### src/rtl/pipe_mux_stage.sv
// pipe_mux_stage: NUM_IN-way WIDTH-bit selector feeding a registered
// valid/ready stage with a 2-entry skid buffer (main + skid register).
//
// Ports:
//   clk        rising-edge clock
//   reset      asynchronous active-high reset
//   in_data    packed inputs, input k at [k*WIDTH +: WIDTH]
//   sel        input select, sampled with in_data on acceptance
//   in_valid   upstream beat present
//   in_ready   stage can accept a beat (registered, state-only)
//   flush      synchronous squash of all held beats
//   out_data   selected, registered data
//   out_sel    select value that produced out_data
//   out_valid  out_data valid
//   out_ready  downstream accepts
//   sel_err    one-cycle pulse: an accepted beat had sel >= NUM_IN
module pipe_mux_stage #(
  parameter int unsigned      WIDTH  = 32,
  parameter int unsigned      NUM_IN = 4,
  parameter logic [WIDTH-1:0] BUBBLE = '0,
  parameter int unsigned      SEL_W  = $clog2(NUM_IN)
) (
  input  logic                    clk,
  input  logic                    reset,
  input  logic [NUM_IN*WIDTH-1:0] in_data,
  input  logic [SEL_W-1:0]        sel,
  input  logic                    in_valid,
  output logic                    in_ready,
  input  logic                    flush,
  output logic [WIDTH-1:0]        out_data,
  output logic [SEL_W-1:0]        out_sel,
  output logic                    out_valid,
  input  logic                    out_ready,
  output logic                    sel_err
);

  typedef enum logic [1:0] {
    EMPTY = 2'd0,
    ONE   = 2'd1,
    FULL  = 2'd2
  } state_t;

  state_t             state_q, state_d;
  logic [WIDTH-1:0]   main_data_q, main_data_d;
  logic [SEL_W-1:0]   main_sel_q, main_sel_d;
  logic [WIDTH-1:0]   skid_data_q, skid_data_d;
  logic [SEL_W-1:0]   skid_sel_q, skid_sel_d;
  logic               in_ready_q, in_ready_d;
  logic               out_valid_q, out_valid_d;
  logic               sel_err_q, sel_err_d;

  logic [WIDTH-1:0]   pick_data;
  logic               sel_bad;
  logic               accept;
  logic               take;

  assign accept = in_valid & in_ready_q;
  assign take   = out_valid_q & out_ready;

  // Input selector; an unmatched select yields BUBBLE and flags sel_bad.
  always_comb begin
    pick_data = BUBBLE;
    sel_bad   = 1'b1;
    for (int unsigned k = 0; k < NUM_IN; k++) begin
      if (sel == SEL_W'(k)) begin
        pick_data = in_data[k*WIDTH +: WIDTH];
        sel_bad   = 1'b0;
      end
    end
  end

  // State register plus datapath/handshake registers.
  always_ff @(posedge clk or posedge reset) begin
    if (reset) begin
      state_q     <= EMPTY;
      main_data_q <= BUBBLE;
      main_sel_q  <= '0;
      skid_data_q <= BUBBLE;
      skid_sel_q  <= '0;
      in_ready_q  <= 1'b1;
      out_valid_q <= 1'b0;
      sel_err_q   <= 1'b0;
    end else begin
      state_q     <= state_d;
      main_data_q <= main_data_d;
      main_sel_q  <= main_sel_d;
      skid_data_q <= skid_data_d;
      skid_sel_q  <= skid_sel_d;
      in_ready_q  <= in_ready_d;
      out_valid_q <= out_valid_d;
      sel_err_q   <= sel_err_d;
    end
  end

  // Next-state logic; flush overrides every handshake.
  always_comb begin
    state_d = state_q;
    if (flush) begin
      state_d = EMPTY;
    end else begin
      case (state_q)
        EMPTY: if (accept) state_d = ONE;
        ONE: begin
          if (accept && !take)      state_d = FULL;
          else if (take && !accept) state_d = EMPTY;
        end
        FULL:    if (take) state_d = ONE;
        default: state_d = EMPTY;
      endcase
    end
  end

  // Register next values; in_ready/out_valid follow the next state so they
  // stay registered with no combinational path from the inputs.
  always_comb begin
    main_data_d = main_data_q;
    main_sel_d  = main_sel_q;
    skid_data_d = skid_data_q;
    skid_sel_d  = skid_sel_q;
    if (flush) begin
      main_data_d = BUBBLE;
      main_sel_d  = '0;
      skid_data_d = BUBBLE;
      skid_sel_d  = '0;
    end else begin
      case (state_q)
        EMPTY: begin
          if (accept) begin
            main_data_d = pick_data;
            main_sel_d  = sel;
          end
        end
        ONE: begin
          if (accept && take) begin
            main_data_d = pick_data;
            main_sel_d  = sel;
          end else if (accept) begin
            skid_data_d = pick_data;
            skid_sel_d  = sel;
          end
        end
        FULL: begin
          if (take) begin
            main_data_d = skid_data_q;
            main_sel_d  = skid_sel_q;
            skid_data_d = BUBBLE;
            skid_sel_d  = '0;
          end
        end
        default: begin
          main_data_d = BUBBLE;
          main_sel_d  = '0;
        end
      endcase
    end
    in_ready_d  = (state_d != FULL);
    out_valid_d = (state_d != EMPTY);
    sel_err_d   = accept & ~flush & sel_bad;
  end

  assign in_ready  = in_ready_q;
  assign out_valid = out_valid_q;
  assign out_data  = main_data_q;
  assign out_sel   = main_sel_q;
  assign sel_err   = sel_err_q;

endmodule

### config.mk
export PLATFORM = sky130hd
export DESIGN_NAME = pipe_mux_stage
export DESIGN_NICKNAME = d
export VERILOG_FILES = /design/src/rtl/pipe_mux_stage.sv
export SDC_FILE = /design/constraint.sdc
export NUM_CORES = 1
export LEC_CHECK = 0
export CAP_MARGIN = 0
export CORE_MARGIN = 4
export CORE_UTILIZATION = 48
export DETAILED_ROUTE_END_ITERATION = 10
export PLACE_DENSITY = 0.87
export REMOVE_ABC_BUFFERS = 1
export SLEW_MARGIN = 20
export SYNTH_ARGS = -nofsm -noshare
export SYNTH_HDL_FRONTEND = slang
export SYNTH_SLANG_ARGS = --single-unit
### constraint.sdc
create_clock -name clk -period 5.05 [get_ports clk]
set_clock_uncertainty 0.2 [all_clocks]
set_input_delay 1.01 -clock clk [delete_from_list [all_inputs] [get_ports clk]]
set_output_delay 1.01 -clock clk [all_outputs]
set_load 0.01 [all_outputs]
### Yosys cells after proc, flatten, opt, wreduce, memory -nomap -nowiden

Index checks and enable logic that the tools add are counted.
W data, S select, Z words.

| storage, ports and cells | value |
|---|---|
| register bits | 73 |
| input port bits | 135 |

| cells by class | value |
|---|---|
| equality and inequality tests | 11 |
| multiplexer cells | 32 |
| bitwise operators | 5 |
| reduce and logical (&&, ||, !) cells | 11 |

Operators with widths:

| kind | count |
|---|---|
| $mux W32 | 11 |
| $pmux W32 S3 | 1 |
| $pmux W32 S2 | 1 |
| $mux W2 | 12 |
| $ne A3 B3 Y1 const B | 5 |
| $pmux W2 S3 | 2 |
| $eq A2 B2 Y1 const B | 3 |
| $and A1 B1 Y1 | 4 |
| $eq A2 B1 Y1 const B | 2 |
| $logic_not A2 Y1 | 2 |
| $mux W1 | 4 |
| $pmux W2 S2 | 1 |
| $reduce_and A4 Y1 | 1 |
| $logic_and A1 B1 Y1 | 3 |
| $reduce_and A3 Y1 | 1 |
| $reduce_bool A3 Y1 | 1 |
| $logic_not A1 Y1 | 2 |
| $ne A2 B2 Y1 const B | 1 |
| $reduce_bool A2 Y1 | 1 |
| $not A1 Y1 | 1 |

### Longest topological paths before layout

| depth | value |
|---|---|
| word-level depth | 9 |
| mapped depth | 8 |
| depth with buffers taken out | 4 |

### Worst setup path after synthesis

No wires, ideal clock.

| timing path | value |
|---|---|
| path type | input-to-reg |
| start | input sel[0] |
| end | register main_data_q[27], in the netlist out_data[27] |
| library setup time | 148 ps |
| arrival time | 2,214 ps |
| required time | 4,702 ps |
| setup slack | 2,488 ps |
| stages | 7 |
| path buffers | 3 |
| path through | buf_2 -> buf_4 -> buf_2 -> mux2i_1 -> o22ai_1 -> a21oi_1 -> a211oi_2 |

| on the way | value |
|---|---|
| longest elaborated chain between the ends | 8 |

Ends and longest elaborated chain:

| element | RTL line | text |
|---|---|---|
| start, declared | 26 | `input logic [SEL_W-1:0] sel,` |
| $logic_not A2 Y1 | 65 | `if (sel == SEL_W'(k)) begin` |
| $mux W32 (3 in series) | 65 |  |
| $mux W32 (*) | 65 |  |
| $mux W32 (on tied branches) | 134, 128 |  |
| $pmux W32 S3 (*) | 126 | `case (state_q)` |
| $mux W32 (*) | 120 | `if (flush) begin` |
| end signal, assigned | 85 | `main_data_q <= main_data_d;` |
| end, declared | 44 | `logic [WIDTH-1:0] main_data_q, main_data_d;` |

Every way passes the cells marked *; elsewhere a longest branch is shown, timed or not. The select of a mux whose other input is x is not followed.
A chain may end at the register's enable or synchronous reset.

### Worst setup path in the final report

| timing path | value |
|---|---|
| start | input out_ready |
| end | register main_data_q[31], in the netlist out_data[31] |

| on the way | value |
|---|---|
| longest elaborated chain between the ends | 4 |

Ends and longest elaborated chain:

| element | RTL line | text |
|---|---|---|
| start, declared | 33 | `input logic out_ready,` |
| $and A1 B1 Y1 (*) | 58 | `assign take = out_valid_q & out_ready;` |
| $logic_and A1 B1 Y1 | 134 | `if (accept && take) begin` |
| $ne A3 B3 Y1 (no source line) | - |  |
| $reduce_and A3 Y1 (no source line) (*) | - |  |

Every way passes the cells marked *; elsewhere a longest branch is shown, timed or not.

==> metrics.md <==
| Metric | Value |
|---|---|
| Result of the run | `finished clean` |
| Half-perimeter wire length after detailed placement | `approximately 9100 um` |
| Worst path slowest cell | `sky130_fd_sc_hd__and2_4` |
| Pre-CTS setup slack | `1.61 ns` |
| Layout overhead on the synthesized area | `43.0%` |
| Final total negative setup slack | `0 ns` |
| Final period util | `0.620` |
| CP Cell Sequence | `clkdlybuf4s50_1 > a21bo_2 > a31o_1 > buf_4 > and2_4 > a311oi_2` |
| Launch point of the worst path | `out_ready` |
| Number of nets in the layout | `713` |
| Top-Level Pins | `172` |
| Core Rows | `34` |
| Drt wl/cell | `20.5 um` |
| Count of pins over their slew limit | `0` |
| Flop and latch count out of synthesis | `73` |
| Number of antenna violations at the first check in global routing | `0` |
| Cell variety after synth | `35` |
| Setup WS post-layout | `slightly below 2 ns` |
| Yosys top cell by area | `sky130_fd_sc_hd__dfrtp_1` |
| Cell types with the largest area share after synthesis | `sky130_fd_sc_hd__dfrtp_1 41%, sky130_fd_sc_hd__mux2i_1 13%, sky130_fd_sc_hd__a211oi_2 8.3%, sky130_fd_sc_hd__a21oi_1 7.4%, sky130_fd_sc_hd__a32o_1 6.4%` |
| Capture point of the critical path | `out_data[31]$_DFFE_PP0P_` |
| CORE AREA | `8810 um2` |
| Number of search-and-repair iterations in the first detailed-routing pass | `5` |
| DIE HEIGHT | `104 um` |
| Number of DRC violations after detailed-routing iteration 0 | `412` |
| Hold-fix buffers at CTS | `0` |
| Buffers added on ports | `171` |
| Maximum number of pins on one net before global-route repair | `63` |
| Worst-case register-to-register setup slack | `roughly 2.4 ns` |
| Root buffer selected by CTS | `sky130_fd_sc_hd__clkbuf_8` |
| Final routed DRC violation total | `0` |
| Share of the core filled with cells in the final layout | `0.714` |
| Average cell area after synthesis | `10.1 um2` |
| Buffers inserted by post-CTS timing repair | `0` |
| Post-DRT Antenna Nets | `0` |
| Routability Congestion | `0.735` |
| Number of antenna diodes | `0` |
| Area of the die | `between 10000 and 15000 um2` |
| Global route total overflow | `0` |
| Required arrival time at the worst endpoint | `5.04 ns` |
| Most frequent cells in the layout | `169 x sky130_fd_sc_hd__clkdlybuf4s50_1, 72 x sky130_fd_sc_hd__dfrtp_1, 65 x sky130_fd_sc_hd__a21oi_1` |
| Cell area after synthesis | `~4400 um2` |
| Filler Cell Count | `about 640` |
| Starting Density | `0.499` |
| Maximum count of clock buffers along a single path | `2` |
| Least-Margin Pin Slew | `1.00 ns` |
| Post-synth top area share | `0.410` |
| Post-CTS clock slew at the launch and capture registers of the worst setup and hold paths | `~0.070 ns` |
| Clock tree from TritonCTS | `built` |
| Via count normalized by instance count | `6.24` |
| Arr. time, crit path | `3.12 ns` |
| CP Max Fanout | `35` |
| Number of flops mapped to enable cells by yosys | `0` |
| Peak per-stage delay on the critical path | `slightly above 0.6 ns` |
| Minimum period implied by the final worst setup slack | `3.13 ns` |
| Most common library cell in the layout ignoring fill and taps | `sky130_fd_sc_hd__clkdlybuf4s50_1` |
| Worst hold margin | `~0.30 ns` |
| Die W | `104 um` |
| Clock network latency to the later pin of the worst-skew pair | `0.36 ns` |
| Total vias in the final route | `approximately 4.3k` |
| Reg2Reg Capture Point | `out_data[31]$_DFFE_PP0P_` |
| Worst R2R Start | `state_q[1]$_DFF_PP0_` |
| Synth warn | `0` |
| TritonCTS buffer count | `9` |
| Number of H-tree levels | `3` |
| Final Routed Wirelength | `14100 um` |
| Sequential-to-total area share from yosys stat | `0.416` |
| Cell count after synthesis | `435` |
| Leakage power total | `2.62 nW` |
| Startpoint type of the worst setup path | `input port` |
| Layout cells sized above 1 | `0.115` |
| Wire length of the first global-routing pass | `~22000 um` |
| Crit Path Category | `in2reg` |
| Ys async rst share | `1.00` |
| PostCTS Resize Cnt | `0` |
| Maximum clock frequency | `0.320 GHz` |
| Power density relative to cell area | `282 nW/um2` |
| Number of endpoints with negative hold slack in the final report | `0` |
| Max-slew headroom at the worst pin | `0.333` |
| Type of the worst min-delay path | `reg2reg` |
| Count of endpoints failing setup in the final report | `0` |
| CTS sink cnt | `73` |
| Crit end category | `register` |
| Worst vdd ir | `144 uV` |
| Worst R2R Path Depth | `5` |
| Most used flip-flop cell after synthesis | `sky130_fd_sc_hd__dfrtp_1` |
| Via count of the first global-routing pass | `4482` |
| Max-Cap Viols | `0` |
| Unrepaired setup endpoints after global routing | `false` |
| GRT Overall Usage | `0.254` |
==> synthesized netlist by cell type, types with 6 or more instances <==
master	n
sky130_fd_sc_hd__buf_2	11
sky130_fd_sc_hd__nand2b_1	7
sky130_fd_sc_hd__nand2_1	64
sky130_fd_sc_hd__mux2i_1	56
sky130_fd_sc_hd__dfrtp_1	72
sky130_fd_sc_hd__a32o_1	28
sky130_fd_sc_hd__clkbuf_1	26
sky130_fd_sc_hd__a21oi_1	65
sky130_fd_sc_hd__a22o_1	6
sky130_fd_sc_hd__o22ai_1	28
sky130_fd_sc_hd__a211oi_2	29
==> critical path: cells and delay by family <==
kind                   cells  cell delay [ns]
buffers and inverters      2             0.90
AND/OR/NAND/NOR            1             0.62
AO/OA/AOI/OAI              3             0.57
==> cell type report <==
cell class	instances	area (um2)	area share
multi-input cells	313	2350	0.373
clock inverters	3	40.0	0.00637
clock buffers	12	155	0.0247
well taps	108	135	0.0215
repair buffers	179	1780	0.283
flip-flops and latches	73	1830	0.291
inverters	2	7.51	0.00119
==> per-layer routing <==
metal / vias to the layer above / track usage / share of wire
met2: 276 / 0.433 / 0.50
met4: 0 / 0.111 / 0.031
met1: 2057 / 0.311 / 0.38
met5: - / 0 / 0
li1: 1930 / - / -
met3: 40 / 0.0572 / 0.095
==> stage by stage <==
step	area, um2	instances	power [mW]
detailed placement	6090	675	1.31
floorplan	4160	388	0.986
CTS	6290	690	1.76
global placement	6070	674	1.28
finish	6290	690	1.77
global route	6290	690	1.84
==> flip-flops by register name, indices dropped and copies added, names as in the netlist <==
signal / count
out_data: 32
skid_data_q: 32
out_sel: 2
skid_sel_q: 2
state_q: 2
in_ready: 1
out_valid: 1
sel_err: 1
==> power by group <==
group / total [mW] / switching (mW) / internal, mW
sequential: 0.694 / 0.0448 / 0.649
clock: 0.468 / 0.216 / 0.251
combinational: 0.609 / 0.303 / 0.305
total: 1.77 / 0.565 / 1.21
==> how the worst min path moves through the flow <==
stage,start,end,depth (start not counted)
6_report,skid_data_q[15]$_DFFE_PP0P_,skid_data_q[15]$_DFFE_PP0P_,1
4_1_cts,skid_data_q[19]$_DFFE_PP0P_,skid_data_q[19]$_DFFE_PP0P_,1
5_1_grt,skid_data_q[19]$_DFFE_PP0P_,skid_data_q[19]$_DFFE_PP0P_,1
3_3_place_gp,skid_data_q[15]$_DFFE_PP0P_,skid_data_q[15]$_DFFE_PP0P_,1
3_5_place_dp,skid_data_q[19]$_DFFE_PP0P_,skid_data_q[19]$_DFFE_PP0P_,1
2_1_floorplan,skid_data_q[0]$_DFFE_PP0P_,skid_data_q[0]$_DFFE_PP0P_,1
==> kinds of logic after synthesis <==
logic type      share of synthesized area
mux                                 0.148
compound gates                      0.298
flops                               0.416
other cells                      0.000853
simple gates                       0.0828
buf+inv                            0.0552
(Power assumes the default switching activity.)
